## config.mk

```make
export PLATFORM = sky130hd
export DESIGN_NAME = tx_serializer
export DESIGN_NICKNAME = d
export VERILOG_FILES = /design/src/rtl/serdes_tx_pkg.sv /design/src/rtl/prbs7_gen.sv /design/src/rtl/tx_serializer.sv
export SDC_FILE = /design/constraint.sdc
export NUM_CORES = 1
export LEC_CHECK = 0
export BUFFER_PORTS_ARGS = -buffer_cell sky130_fd_sc_hd__buf_4
export CAP_MARGIN = 0
export CELL_PAD_IN_SITES_DETAIL_PLACEMENT = 1
export CELL_PAD_IN_SITES_GLOBAL_PLACEMENT = 1
export CORE_UTILIZATION = 39
export CTS_CLUSTER_SIZE = 12
export DETAILED_ROUTE_END_ITERATION = 8
export GPL_ROUTABILITY_DRIVEN = 0
export GPL_TIMING_DRIVEN = 1
export MAX_ROUTING_LAYER = met4
export PLACE_DENSITY = 0.8
export SYNTH_ARGS = -nofsm -noshare
export SYNTH_HDL_FRONTEND = slang
export SYNTH_SLANG_ARGS = --single-unit
```

## constraint.sdc

```tcl
create_clock -name clk -period 1.8 [get_ports clk]
set_clock_uncertainty 0.05 [all_clocks]
set_input_delay 0.18 -clock clk [delete_from_list [all_inputs] [get_ports clk]]
set_output_delay 0.18 -clock clk [all_outputs]
set_load 0.1 [all_outputs]
```

## src/rtl/serdes_tx_pkg.sv

```systemverilog
// Purpose: shared types and constants for the SerDes transmit serializer.
// Latency: n/a (types, constants and one pure function only).
// Backpressure: n/a.
package serdes_tx_pkg;

  typedef enum logic [1:0] {
    IDLE  = 2'd0,
    SHIFT = 2'd1,
    PRBS  = 2'd2
  } state_t;

  localparam int          DEFAULT_DATA_W = 10;
  localparam logic [6:0]  PRBS7_SEED     = 7'h7F;
  localparam int          PRBS7_TAP_A    = 6;
  localparam int          PRBS7_TAP_B    = 5;

  // One step of the x^7+x^6+1 Fibonacci LFSR: shift left, feedback into LSB.
  function automatic logic [6:0] prbs7_step(input logic [6:0] s);
    return {s[5:0], s[PRBS7_TAP_A] ^ s[PRBS7_TAP_B]};
  endfunction

endpackage

```

## src/rtl/prbs7_gen.sv

```systemverilog
// Purpose: PRBS7 bit source; output is the LFSR MSB, reseeded on load.
// Latency: bit_out is combinational; with load high it shows the seed MSB.
// Backpressure: none; advances only when load or en is high.
module prbs7_gen
  import serdes_tx_pkg::*;
(
  input  logic clk,
  input  logic rst_n,
  input  logic load,
  input  logic en,
  output logic bit_out
);

  logic [6:0] lfsr_q;
  logic [6:0] cur;

  // On load the seed itself is the current state, so its MSB goes out this cycle.
  assign cur     = load ? PRBS7_SEED : lfsr_q;
  assign bit_out = cur[6];

  // Advance the LFSR from the (possibly reseeded) current state.
  always_ff @(posedge clk) begin
    if (!rst_n) begin
      lfsr_q <= PRBS7_SEED;
    end else if (load || en) begin
      lfsr_q <= prbs7_step(cur);
    end
  end

endmodule

```

## src/rtl/tx_serializer.sv

```systemverilog
// Purpose: parallel-to-serial TX, LSB first, idle pattern when empty; PRBS7 mode under `TX_PRBS_EN.
// Latency: bit 0 on tx_out one clock after accept; DATA_W cycles per word, no gap back-to-back.
// Backpressure: data_ready only in IDLE or on the last bit of a word; forced low in PRBS.
module tx_serializer
  import serdes_tx_pkg::*;
#(
  parameter int DATA_W      = DEFAULT_DATA_W,
  parameter bit IDLE_TOGGLE = 1'b1
) (
  input  logic              clk,
  input  logic              rst_n,
  input  logic [DATA_W-1:0] data_in,
  input  logic              data_valid,
  output logic              data_ready,
  input  logic              prbs_sel,
  output logic              tx_out,
  output logic              word_start,
  output logic              busy
);

  localparam int              CNT_W = (DATA_W > 1) ? $clog2(DATA_W) : 1;
  localparam logic [CNT_W-1:0] LAST = CNT_W'(DATA_W - 1);

  state_t              state_q;
  logic [CNT_W-1:0]    cnt_q;
  logic [DATA_W-1:0]   shreg_q;
  logic                tog_q;
  logic                tx_q;
  logic                ws_q;
  logic                busy_q;

  logic last_bit;
  logic accept;
  logic idle_bit;

  assign last_bit = (state_q == SHIFT) && (cnt_q == LAST);
  assign idle_bit = IDLE_TOGGLE ? ~tog_q : 1'b0;

`ifdef TX_PRBS_EN
  logic prbs_pend_q;
  logic prbs_block;
  logic prbs_enter;
  logic prbs_bit;

  // A PRBS request seen during a word is remembered so the word finishes first.
  assign prbs_block = prbs_sel || prbs_pend_q;
  assign prbs_enter = ((state_q == IDLE) && prbs_sel) || (last_bit && prbs_block);
  assign data_ready = ((state_q == IDLE) && !prbs_sel) || (last_bit && !prbs_block);

  prbs7_gen u_prbs7 (
    .clk     (clk),
    .rst_n   (rst_n),
    .load    (prbs_enter),
    .en      ((state_q == PRBS) && prbs_sel),
    .bit_out (prbs_bit)
  );
`else
  logic unused_prbs_sel;
  assign unused_prbs_sel = prbs_sel;
  assign data_ready      = (state_q == IDLE) || last_bit;
`endif

  assign accept = data_valid && data_ready;

  // Serializer FSM: load on accept, shift in SHIFT, idle pattern otherwise.
  always_ff @(posedge clk) begin
    if (!rst_n) begin
      state_q <= IDLE;
      cnt_q   <= '0;
      shreg_q <= '0;
      tog_q   <= 1'b0;
      tx_q    <= 1'b0;
      ws_q    <= 1'b0;
      busy_q  <= 1'b0;
`ifdef TX_PRBS_EN
      prbs_pend_q <= 1'b0;
`endif
    end else begin
      ws_q <= 1'b0;
      if (accept) begin
        tx_q    <= data_in[0];
        shreg_q <= data_in >> 1;
        cnt_q   <= '0;
        ws_q    <= 1'b1;
        state_q <= SHIFT;
        busy_q  <= 1'b1;
      end else begin
        case (state_q)
          SHIFT: begin
            if (!last_bit) begin
              tx_q    <= shreg_q[0];
              shreg_q <= shreg_q >> 1;
              cnt_q   <= cnt_q + 1'b1;
`ifdef TX_PRBS_EN
              if (prbs_sel) prbs_pend_q <= 1'b1;
`endif
            end else begin
              busy_q <= 1'b0;
`ifdef TX_PRBS_EN
              prbs_pend_q <= 1'b0;
              if (prbs_block) begin
                state_q <= PRBS;
                tx_q    <= prbs_bit;
              end else
`endif
              begin
                state_q <= IDLE;
                tx_q    <= idle_bit;
                if (IDLE_TOGGLE) tog_q <= ~tog_q;
              end
            end
          end
`ifdef TX_PRBS_EN
          PRBS: begin
            if (prbs_sel) begin
              tx_q <= prbs_bit;
            end else begin
              state_q <= IDLE;
              tx_q    <= idle_bit;
              if (IDLE_TOGGLE) tog_q <= ~tog_q;
            end
          end
`endif
          default: begin
            state_q <= IDLE;
`ifdef TX_PRBS_EN
            if (prbs_sel) begin
              state_q <= PRBS;
              tx_q    <= prbs_bit;
            end else
`endif
            begin
              tx_q <= idle_bit;
              if (IDLE_TOGGLE) tog_q <= ~tog_q;
            end
          end
        endcase
      end
    end
  end

  assign tx_out     = tx_q;
  assign word_start = ws_q;
  assign busy       = busy_q;

endmodule
```

==> flow_summary.yaml <==
logic_synthesis:
  ys.warnings.count: 0
  syn_avg_cell_area_um2: 9.40
  ys_seq_area_frac: 0.426
  synth_top_area_frac: 0.426
  synthDistinctLibCells: 25
  ys_ff_latch: 18
  synth_top_area_cell: "dfxtp_1"
  synth_most_common_cell: "dfxtp_1"
  ys_top_cells_by_area: "dfxtp_1 (43%), mux2i_1 (11%), a211oi_1 (8.9%)"
  synth_nets: 106
  netlist_top_cells_count: "dfxtp_1 (18), a211oi_1 (10), mux2i_1 (9), nor3_1 (9), a21oi_1 (5)"
  synthArstFlopShare: 0
  ys.flop_type: "dfxtp_1"
  synth_edf_count: 0
  synthCells: 90
  netlist_area_um2: 846
timing:
  finalHoldViolCount: 0
  tns_ns: 0
  fin_crit_sh: 0.954
  min_period_ns: 1.72
  max_freq_mhz: 582
  setup_viol: 0
  finalMaxSlewViolations: 0
  slew_headroom: 0.638
  tightestPinTransition_ns: 0.543
  hold_slack_ns: 0.106
floorplan:
  dieWidth_um: 48.6
  start_util: 0.422
  die_area_um2: 2360
  io_pins: 18
  core_area_um2: 2000
  rows: 16
  die_h_um: 48.6
route:
  drcViolationCount: 0
  viasPerCell: 5.59
  wl_per_cell_um: 15.9
  drtIter0Drc: 7
  vias: 744
  wl_mm: 2.11
  first_pass_iters: 4
  ant_nets: 0
worst_hold_path:
  hp-class: "primary input to flop"
  hold_path.startpoint: "rst_n"
  holdPathStages: 3
  hold_end: "busy$_SDFFE_PN0P_"
finish:
  area_growth_pct: 21.7
  filler_cell_count: 247
  fin_cells: 133
  drive_gt1_frac: 0.236
  antennaDiodeCount: 0
  nets: 123
clocking:
  cts_tree: "done"
  path_clk_slew_ns: 0.11
  clock-sinks: 18
  cts-buffers-inserted: 3
  clock_latency_ns: 0.30
  cts-root-buf: "clkbuf_4"
  htree_levels: 1
  clock_path_buffers: 2
global_route:
  antenna_found_initial: 0
  grt_overflow: 0
  grt_max_degree: 19
  grt_pass1_vias: 754
  track_usage: 0.195
  grt_pass1_wl_mm: 3.47
power_and_ir_drop:
  switchingPower_mw: 0.262
  p_leak_nw: 0.433
  combPwrFrac: 0.196
  clkPwrFrac: 0.295
  finalPower_mw: 0.875
  vdd_drop_max_v: 0.000501
  powerDensity_nw_per_um2: 850
  p_int_mw: 0.614
  seqPwrFrac: 0.509
  swShare: 0.299
setup_path:
  startpoint_type: "flop"
  crit_buf_inv: 1
  cp.arrival_ns: 1.49
  ff2ff_setup_slack_ns: 0.17
  ff2ff_path_depth: 5
  path_depth: 4
  path_cells: "ha_1, nand3b_1, nand2_1, buf_8"
  cp_slowest_stage_delay_ns: 0.42
  end_kind: "primary output"
  crit_family: "flip-flops"
  path_class: "flop to primary output"
  cpMaxStageDelayCell: "dfxtp_1"
  cp.required_ns: 1.57
  rr_endpoint: "cnt_q[1]$_SDFFE_PP0P_"
  critical_path_peak_fanout: 6
  reg2reg_from: "cnt_q[1]$_SDFFE_PP0P_"
outcome:
  status: "complete, no violations"
placed_design:
  dp.final_hpwl_mm: 1.37
  numPortBuffers: 16
  dpl.cell_count: 126
flow_run:
  timing.max_cap.violations: 0
area by class of cell:
class / count / area [µm²] / share of cell area
Inverter: 4 / 15.0 / 0.0146
Clock buffer: 4 / 36.3 / 0.0352
Timing Repair Buffer: 20 / 158 / 0.153
Multi-Input combinational cell: 60 / 427 / 0.414
Sequential cell: 18 / 360 / 0.350
Tap cell: 27 / 33.8 / 0.0328
through the flow:
stage | util | cell area (µm²) | setup slack [ns]
floorplan | - | 846 | 0.141
global placement | 0.481 | 963 | 0.272
detailed placement | 0.481 | 963 | 0.219
CTS | 0.501 | 1000 | 0.0157
global route | 0.514 | 1030 | -0.00643
finish | 0.514 | 1030 | 0.0832
metal layers:
metal | share of wire | wire length (µm) | GRT usage | vias to the layer above
met5 | 0 | 0 | - | -
met4 | 0.0038 | 8 | 0.0588 | 0
met3 | 0.020 | 43 | 0.0283 | 2
met2 | 0.51 | 1070 | 0.338 | 10
met1 | 0.47 | 985 | 0.234 | 363
li1 | - | - | - | 369
power by group through the flow:
stage	clock, mW	sequential, mW	combinational [mW]
floorplan	0	0.484	0.0894
global placement	0	0.453	0.164
detailed placement	0	0.455	0.168
CTS	0.266	0.446	0.171
global route	0.282	0.449	0.185
finish	0.258	0.446	0.171
tightest hold or removal path, delay by kind of cell:
kind	cells	cell delay (ns)
buf+inv	1	0.13
compound gates	2	0.11
sequential cells by signal, indices dropped and copies added, names as in the netlist:
| signal | count |
|---|---|
| shreg_q | 9 |
| busy | 1 |
| cnt_q | 4 |
| state_q | 1 |
| tog_q | 1 |
| word_start | 1 |
| tx_out | 1 |
what timing repair did:
| item | in CTS | in global routing |
|---|---|---|
| hold buffers | 0 | 0 |
| setup endpoints to repair | 1 | 1 |
| resized for setup | 1 | 1 |
| setup buffers | 0 | 3 |
how the worst max path moves through the flow:
stage                                       end                   from
after floorplan           cnt_q[2]$_SDFFE_PP0P_  cnt_q[0]$_SDFFE_PP0P_
after global placement    cnt_q[0]$_SDFFE_PP0P_  cnt_q[1]$_SDFFE_PP0P_
after detailed placement  cnt_q[1]$_SDFFE_PP0P_  cnt_q[1]$_SDFFE_PP0P_
after CTS                            data_ready  cnt_q[0]$_SDFFE_PP0P_
after global routing                 data_ready  cnt_q[0]$_SDFFE_PP0P_
final                                data_ready  cnt_q[0]$_SDFFE_PP0P_
cell families after synthesis:
group	after synthesis	share of synthesized area
and+or+nand+nor	24	0.167
muxes	9	0.107
buffers and inverters	12	0.0695
AOI/OAI and AO/OA	25	0.201
DFF	18	0.426
adders and majority gates	2	0.0296
cells in the final DEF, fill, tap and decap left out:
cell,count
buf_8,1
a41oi_1,1
nand2_1,3
ha_1,2
a21oi_1,5
clkbuf_8,1
o21ai_0,2
nor3_1,9
and3_1,2
o211ai_1,4
clkbuf_4,3
nand3b_1,3
a211o_1,1
a31oi_1,2
mux2i_1,9
and3b_1,1
buf_4,19
and4b_1,1
nand4b_1,1
inv_1,4
or3_1,2
a211oi_1,10
or2_2,1
nor2_1,1
dfxtp_1,18
No activity file was read; power rests on OpenSTA's default activity.
